### src/rtl/uart_baud_gen.sv
// uart_baud_gen: programmable fractional baud-rate generator for the UART.
// It divides clk by D + F/2^FRAC_W to make an oversample strobe, then by
// OVERSAMPLE to make a one-cycle baud strobe and a 50 % duty baud clock.
// The fractional part is spread over time by stretching some oversample
// periods by one cycle, chosen by the carry out of a phase accumulator.
module uart_baud_gen #(
  parameter int DIV_W      = 16,
  parameter int FRAC_W     = 4,
  parameter int OVERSAMPLE = 16,
  parameter int RESET_DIV  = 27,
  parameter int RESET_FRAC = 0
) (
  input  logic              clk,
  input  logic              rst,
  input  logic              en,
  input  logic              div_wr,
  input  logic [DIV_W-1:0]  div_int,
  input  logic [FRAC_W-1:0] div_frac,
  output logic              os_tick,
  output logic              baud_tick,
  output logic              baud_clk,
  output logic              div_err
);

  localparam int OS_W = (OVERSAMPLE > 1) ? $clog2(OVERSAMPLE) : 1;
  localparam logic [OS_W-1:0] OS_MID_PRE = OS_W'(OVERSAMPLE / 2 - 1);
  localparam logic [OS_W-1:0] OS_LAST    = OS_W'(OVERSAMPLE - 1);

  logic [DIV_W-1:0]  div_q;
  logic [FRAC_W-1:0] frac_q;
  logic [DIV_W-1:0]  cnt;
  logic [FRAC_W-1:0] acc;
  logic              extra;
  logic [OS_W-1:0]   os_cnt;

  logic [DIV_W:0]    term_val;
  logic              terminal;
  logic              div_ok;
  logic [FRAC_W:0]   acc_sum;

  // Terminal count, fractional sum and divisor validity for this cycle.
  // The compare is one bit wider than the counter so that div_q - 1 + extra
  // cannot wrap when div_q is at its maximum and the period is stretched.
  always_comb begin
    term_val = {1'b0, div_q} - (DIV_W + 1)'(1) + {{DIV_W{1'b0}}, extra};
    terminal = ({1'b0, cnt} == term_val);
    div_ok   = (div_int >= DIV_W'(2));
    acc_sum  = {1'b0, acc} + {1'b0, frac_q};
  end

  // Divisor register, period counter, accumulator and registered strobes.
  // NOTE: every register here is state updated with non-blocking assignments,
  // so all comparisons above see the values from before this edge.
  always_ff @(posedge clk or posedge rst) begin
    if (rst) begin
      div_q     <= DIV_W'(RESET_DIV);
      frac_q    <= FRAC_W'(RESET_FRAC);
      cnt       <= '0;
      acc       <= '0;
      extra     <= 1'b0;
      os_cnt    <= '0;
      os_tick   <= 1'b0;
      baud_tick <= 1'b0;
      baud_clk  <= 1'b0;
      div_err   <= 1'b0;
    end else begin
      os_tick   <= 1'b0;
      baud_tick <= 1'b0;
      div_err   <= 1'b0;
      if (div_wr && div_ok) begin
        // An accepted write restarts the whole chain; a coincident wrap is lost.
        div_q    <= div_int;
        frac_q   <= div_frac;
        cnt      <= '0;
        acc      <= '0;
        extra    <= 1'b0;
        os_cnt   <= '0;
        baud_clk <= 1'b0;
      end else begin
        if (div_wr) begin
          div_err <= 1'b1;
        end
        if (en) begin
          if (terminal) begin
            cnt     <= '0;
            acc     <= acc_sum[FRAC_W-1:0];
            extra   <= acc_sum[FRAC_W];
            os_tick <= 1'b1;
            os_cnt  <= os_cnt + OS_W'(1);
            if (os_cnt == OS_MID_PRE) begin
              baud_clk <= 1'b1;
            end
            if (os_cnt == OS_LAST) begin
              baud_clk  <= 1'b0;
              baud_tick <= 1'b1;
            end
          end else begin
            cnt <= cnt + DIV_W'(1);
          end
        end
      end
    end
  end

endmodule
### config.mk
export PLATFORM = sky130hd
export DESIGN_NAME = uart_baud_gen
export DESIGN_NICKNAME = d
export VERILOG_FILES = /design/src/rtl/uart_baud_gen.sv
export SDC_FILE = /design/constraint.sdc
export NUM_CORES = 1
export LEC_CHECK = 0
export BUFFER_PORTS_ARGS = -buffer_cell sky130_fd_sc_hd__buf_2
export CAP_MARGIN = 0
export CELL_PAD_IN_SITES_DETAIL_PLACEMENT = 1
export CELL_PAD_IN_SITES_GLOBAL_PLACEMENT = 1
export CORE_UTILIZATION = 30
export DETAILED_ROUTE_END_ITERATION = 16
export GPL_TIMING_DRIVEN = 0
export PLACE_DENSITY = 0.65
export SLEW_MARGIN = 20
export SYNTH_ARGS = -nofsm -noshare
export SYNTH_HDL_FRONTEND = slang
export SYNTH_SLANG_ARGS = --single-unit
### constraint.sdc
create_clock -name clk -period 3.8 [get_ports clk]
set_clock_uncertainty 0.2 [all_clocks]
set_input_delay 0.19 -clock clk [delete_from_list [all_inputs] [get_ports clk]]
set_output_delay 0.19 -clock clk [all_outputs]
set_load 0.01 [all_outputs]
## Yosys cells after proc, flatten, opt, wreduce, memory -nomap -nowiden

Index checks and enable logic that the tools add are counted.

- Add/sub/neg operators: 5
- Magnitude comparators: 1
- Eq/ne operators: 3
- Mux-type cells: 26
- Reduce and logical (&&, ||, !) cells: 6

Operators with widths:

| operator | count |
|---|---|
| 2-to-1 mux 16 bit | 3 |
| 2-to-1 mux 4 bit | 6 |
| adder 17 x 1 -> 17 bit | 1 |
| equality test 16 x 17 -> 1 bit | 1 |
| 2-to-1 mux 1 bit | 17 |
| subtractor 16 x 1 -> 17 bit (second input constant) | 1 |
| adder 16 x 1 -> 16 bit (second input constant) | 1 |
| greater-or-equal comparator 16 x 2 -> 1 bit (second input constant) | 1 |
| adder 4 x 4 -> 5 bit | 1 |
| adder 4 x 1 -> 4 bit (second input constant) | 1 |
| equality test 4 x 3 -> 1 bit (second input constant) | 1 |
| equality test 4 bit (second input constant) | 1 |
| nonzero test 2 bit | 2 |
| AND reduction 3 bit | 1 |
| nonzero test 3 bit | 1 |
| AND reduction 2 bit | 1 |
| logical AND 1 bit | 1 |

- Bits in registers: 49
- Bits of input ports: 24
- Output and inout port bits: 4
- Word-level logic and storage cells: 51

## Logic depth before layout (Yosys ltp)

- Word-level depth: 6
- Mapped depth: 12
- Mapped depth without buffers: 10

## Worst setup path before layout

Ideal clock, no wire load.

- Path kind: reg-to-reg
- From: reg div_q[0]
- To: reg os_cnt[2]
- Setup time: 0.078 ns
- Arrival time: 2.969 ns
- Slack: 0.553 ns
- Cell stages (with the launch flop): 12
- Path buffers: 1
- Period minus slack after synthesis: 3.247 ns
- Cells stage by stage: dfstp_2 > inv_1 > ha_1 > ha_1 > nor2b_1 > or3_1 > a31oi_1 > o2111ai_1 > or4_1 > buf_2 > or4_1 > a21oi_1

- Longest elaborated chain between the ends: 5

Ends and longest elaborated chain:

| item | line | source |
|---|---|---|
| from (decl) | 29 | `logic [DIV_W-1:0] div_q;` |
| from (signal assigned) | 56 | `div_q <= DIV_W'(RESET_DIV);` |
| from (signal assigned) | 72 | `div_q <= div_int;` |
| subtractor 16 x 1 -> 17 bit | 45 | `term_val = {1'b0, div_q} - (DIV_W + 1)'(1) + {{DIV_W{1'b0}}, extra};` |
| adder 17 x 1 -> 17 bit | 45 |  |
| equality test 16 x 17 -> 1 bit | 46 | `terminal = ({1'b0, cnt} == term_val);` |
| nonzero test 2 bit (no line) | n/a |  |
| AND reduction 2 bit (no line) | n/a |  |
| to (signal assigned) | 89 | `os_cnt <= os_cnt + OS_W'(1);` |
| to (decl) | 34 | `logic [OS_W-1:0] os_cnt;` |

No other way between the ends.
A chain may end at the register's enable or synchronous reset.

## Worst setup path in the final report

Ends and elaborated chain as after synthesis.

==> results by group <==
GRT
  – Gr usage total: 17.5%
  – Largest net degree at the start of global routing: 33
  – Grt ovf: 0
  – Vias in the first global route: 2,739
  – Initial antenna violation count: 0
  – First-pass GRT wire length: 13,800 um

Synthesis
  – Largest area contributor in the netlist: dfrtp_1
  – Combinational family with the most area after synthesis: simple AND/OR/NAND/NOR gates
  – Mux cell area share after synthesis: 0.730%
  – Top post-synthesis cells by count: nand2_1, dfrtp_1, nor2_1
  – Post-Syn Nets: 363
  – Fraction of registers with async set/reset: 100%
  – Post-Synth Simple-Gate Area: 28.6%
  – Synth warn: 0
  – Adder-Cell Fraction of Synth Area: 4.12%
  – Synth Instances: 330
  – Synth cell types: 53
  – Post-Synth XOR/XNOR Area: 8.72%
  – Post-Syn Area per Cell: 8.83 sq um
  – Post-synthesis compound-gate area fraction: 11.9%
  – EDFF count, synth: 0
  – Synth Flop Type: dfrtp_1
  – Synth area leaders: dfrtp_1, nand2_1, xor2_1
  – Most common cell in the netlist: nand2_1
  – Sequential area share after synthesis: 42.2%
  – Flops & latches, synth: 49
  – Mapped cell area: 0.00291 sq mm
  – Post-synth top area share: 38.6%

Critical path
  – Register-to-Register Setup Slack: 180 ps
  – Kind of end point of the critical path: flip-flop
  – Critical Path RT: 3830 ps
  – Critical Path Start Type: flip-flop
  – CP Max Fanout: 9
  – Crit path arrival time: 3650 ps
  – CP Class: reg -> reg

Clock tree
  – Root buffer cell: clkbuf_8
  – TritonCTS clock tree: done
  – CTS HTree Levels: 2
  – Clock slew at reported path FFs: 100 ps
  – Clock Latency Late Sink: 300 ps
  – Post-CTS Setup Inserts: 0
  – Total CTS buffers: 5
  – Clock sinks: 49
  – Max Root-Sink Buffers: 2

Place
  – Post-placement cell area: 0.00323 sq mm
  – Final GP Congestion: 0.782
  – Port Buffers: 26
  – Dpl hpwl: 5980 um

Floorplanning
  – Row Count: 35
  – Core area: 0.00933 sq mm
  – Die Span X: 101 um
  – Die Height: 101 um
  – Starting Density: 31.2%
  – DIE AREA: 0.0101 sq mm
  – Top-Level Pins: 28

Min path
  – HP Class: in -> reg

Timing
  – Min Hold Slack: 156 ps
  – Slew @ Worst Pin: 689 ps
  – Total negative slack: 0 ps
  – Final setup fails: 0
  – Endpoints failing hold: 0
  – Slew margin rel.: 53.7%
  – Max Freq: 276 MHz
  – Max Slew Vio Count: 0
  – Fin crit period: 3620 ps
  – Fin crit share: 95.2%

Route
  – WL final: 8020 um
  – Via-to-Cell Ratio: 5.03
  – Post-DRT Antenna Nets: 0
  – Routed len/inst: 15.6 um
  – DRC: 0
  – DR iter-0 viols: 91
  – TritonRoute pass-1 iters: 7
  – Routed via count: 2,589

Power
  – Maximum vdd ir drop: 0.163 mV
  – Total chip power: 1.08 mW
  – Pwr dens: 304 mW/mm^2
  – Static leakage: 1.56 nW

Run
  – MaxCap Viol Count: 0

Outcome
  – Status: completed

Cells and area
  – Post-route cell area: 0.00354 sq mm
  – Final net count: 418
  – Ant diodes: 0
  – Share of cells above drive strength 1: 15.3%
  – Area added between synthesis and finish: 21.6%
## layout by cell type, fill, tap and decap left out, types with 5 or more instances in the layout
cell type	synthesis	final
nor2_1	26	26
a21oi_1	13	13
inv_1	13	12
ha_1	8	7
nand3_1	5	5
nand2_1	62	62
nor3_1	7	7
nor4_1	10	10
buf_2	5	31
or3_1	6	6
xnor2_1	14	14
dfrtp_1	45	45
and3_1	8	8
nand4_1	11	11
clkbuf_8	0	5
o21ai_1	6	6
xor2_1	15	15
dlygate4sd3_1	0	21
clkbuf_1	8	8
o21ai_0	8	8
## final timing paths
kind / startpoint / to / depth (start not counted)
worst max register to register: div_q[0] / os_cnt[2] / 11
max in group asynchronous: rst / div_q[0] / 4
worst max-delay path: div_q[0] / os_cnt[2] / 11
worst min register to register: frac_q[0] / frac_q[0] / 2
worst min-delay path: div_wr / div_q[4] / 4
min in group asynchronous: rst / frac_q[0] / 3
## critical path, stage by stage, from the launching register on
cell and delay, ps:
dfstp_2 530, inv_1 50, ha_1 240, ha_2 210, nor2b_1 160, or3_1 380
a31oi_2 190, o2111ai_2 180, or4_1 560, buf_2 190, or4_1 480, a21oi_1 160
## cells by family after synthesis
logic type / Yosys count
simple gates: 161
compound gates: 53
flops: 49
xor+xnor: 29
buf+inv: 27
fa+ha+maj: 9
mux: 2
## stage by stage
stage | worst slack (ps) | utilization, % | cells
after global routing | -1.61 | 38.0 | 515
after detailed placement | 87.7 | 34.6 | 486
after floorplan | 553 | - | 330
after CTS | 71.3 | 37.8 | 515
final | 182 | 38.0 | 515
after global placement | 106 | 34.4 | 485
## layout make-up
cell class,count,area (sq um)
well taps,129,161
clock buffers,6,72.6
repair buffers,48,360
multi-input cells,254,1590
fillers,1109,5780
inverters,13,48.8
flip-flops and latches,49,1230
plain buffers,14,63.8
clock inverters,2,15.0
## what timing repair did
action | 4_1_cts | 5_1_grt
hold endpoints to repair | 34 | 0
endpoints found under the setup margin | 0 | 20
hold buffers | 21 | 0
gates resized for setup | 0 | 8
## routing by layer
metal / GRT usage [%] / part of all wire [%] / wire (um) / vias to the layer above
met3: 2.50 / 1.8 / 145 / 6
met5: 0 / 0 / 0 / -
met2: 29.8 / 50 / 4040 / 26
met4: 3.90 / 0.84 / 67 / 0
met1: 23.5 / 47 / 3770 / 1281
li1: - / - / - / 1276
## power breakdown
group | internal [mW] | switching, mW | total, mW
clock network | 0.130 | 0.185 | 0.315
registers | 0.545 | 0.0294 | 0.574
logic | 0.0807 | 0.107 | 0.188
## state kept, by name, summed over array words and instances (netlist names)
signal,cells
baud_clk,1
div_q,16
cnt,16
extra,1
os_cnt,4
div_err,1
acc,4
baud_tick,1
os_tick,1
frac_q,4
No activity file was read; power rests on OpenSTA's default activity.
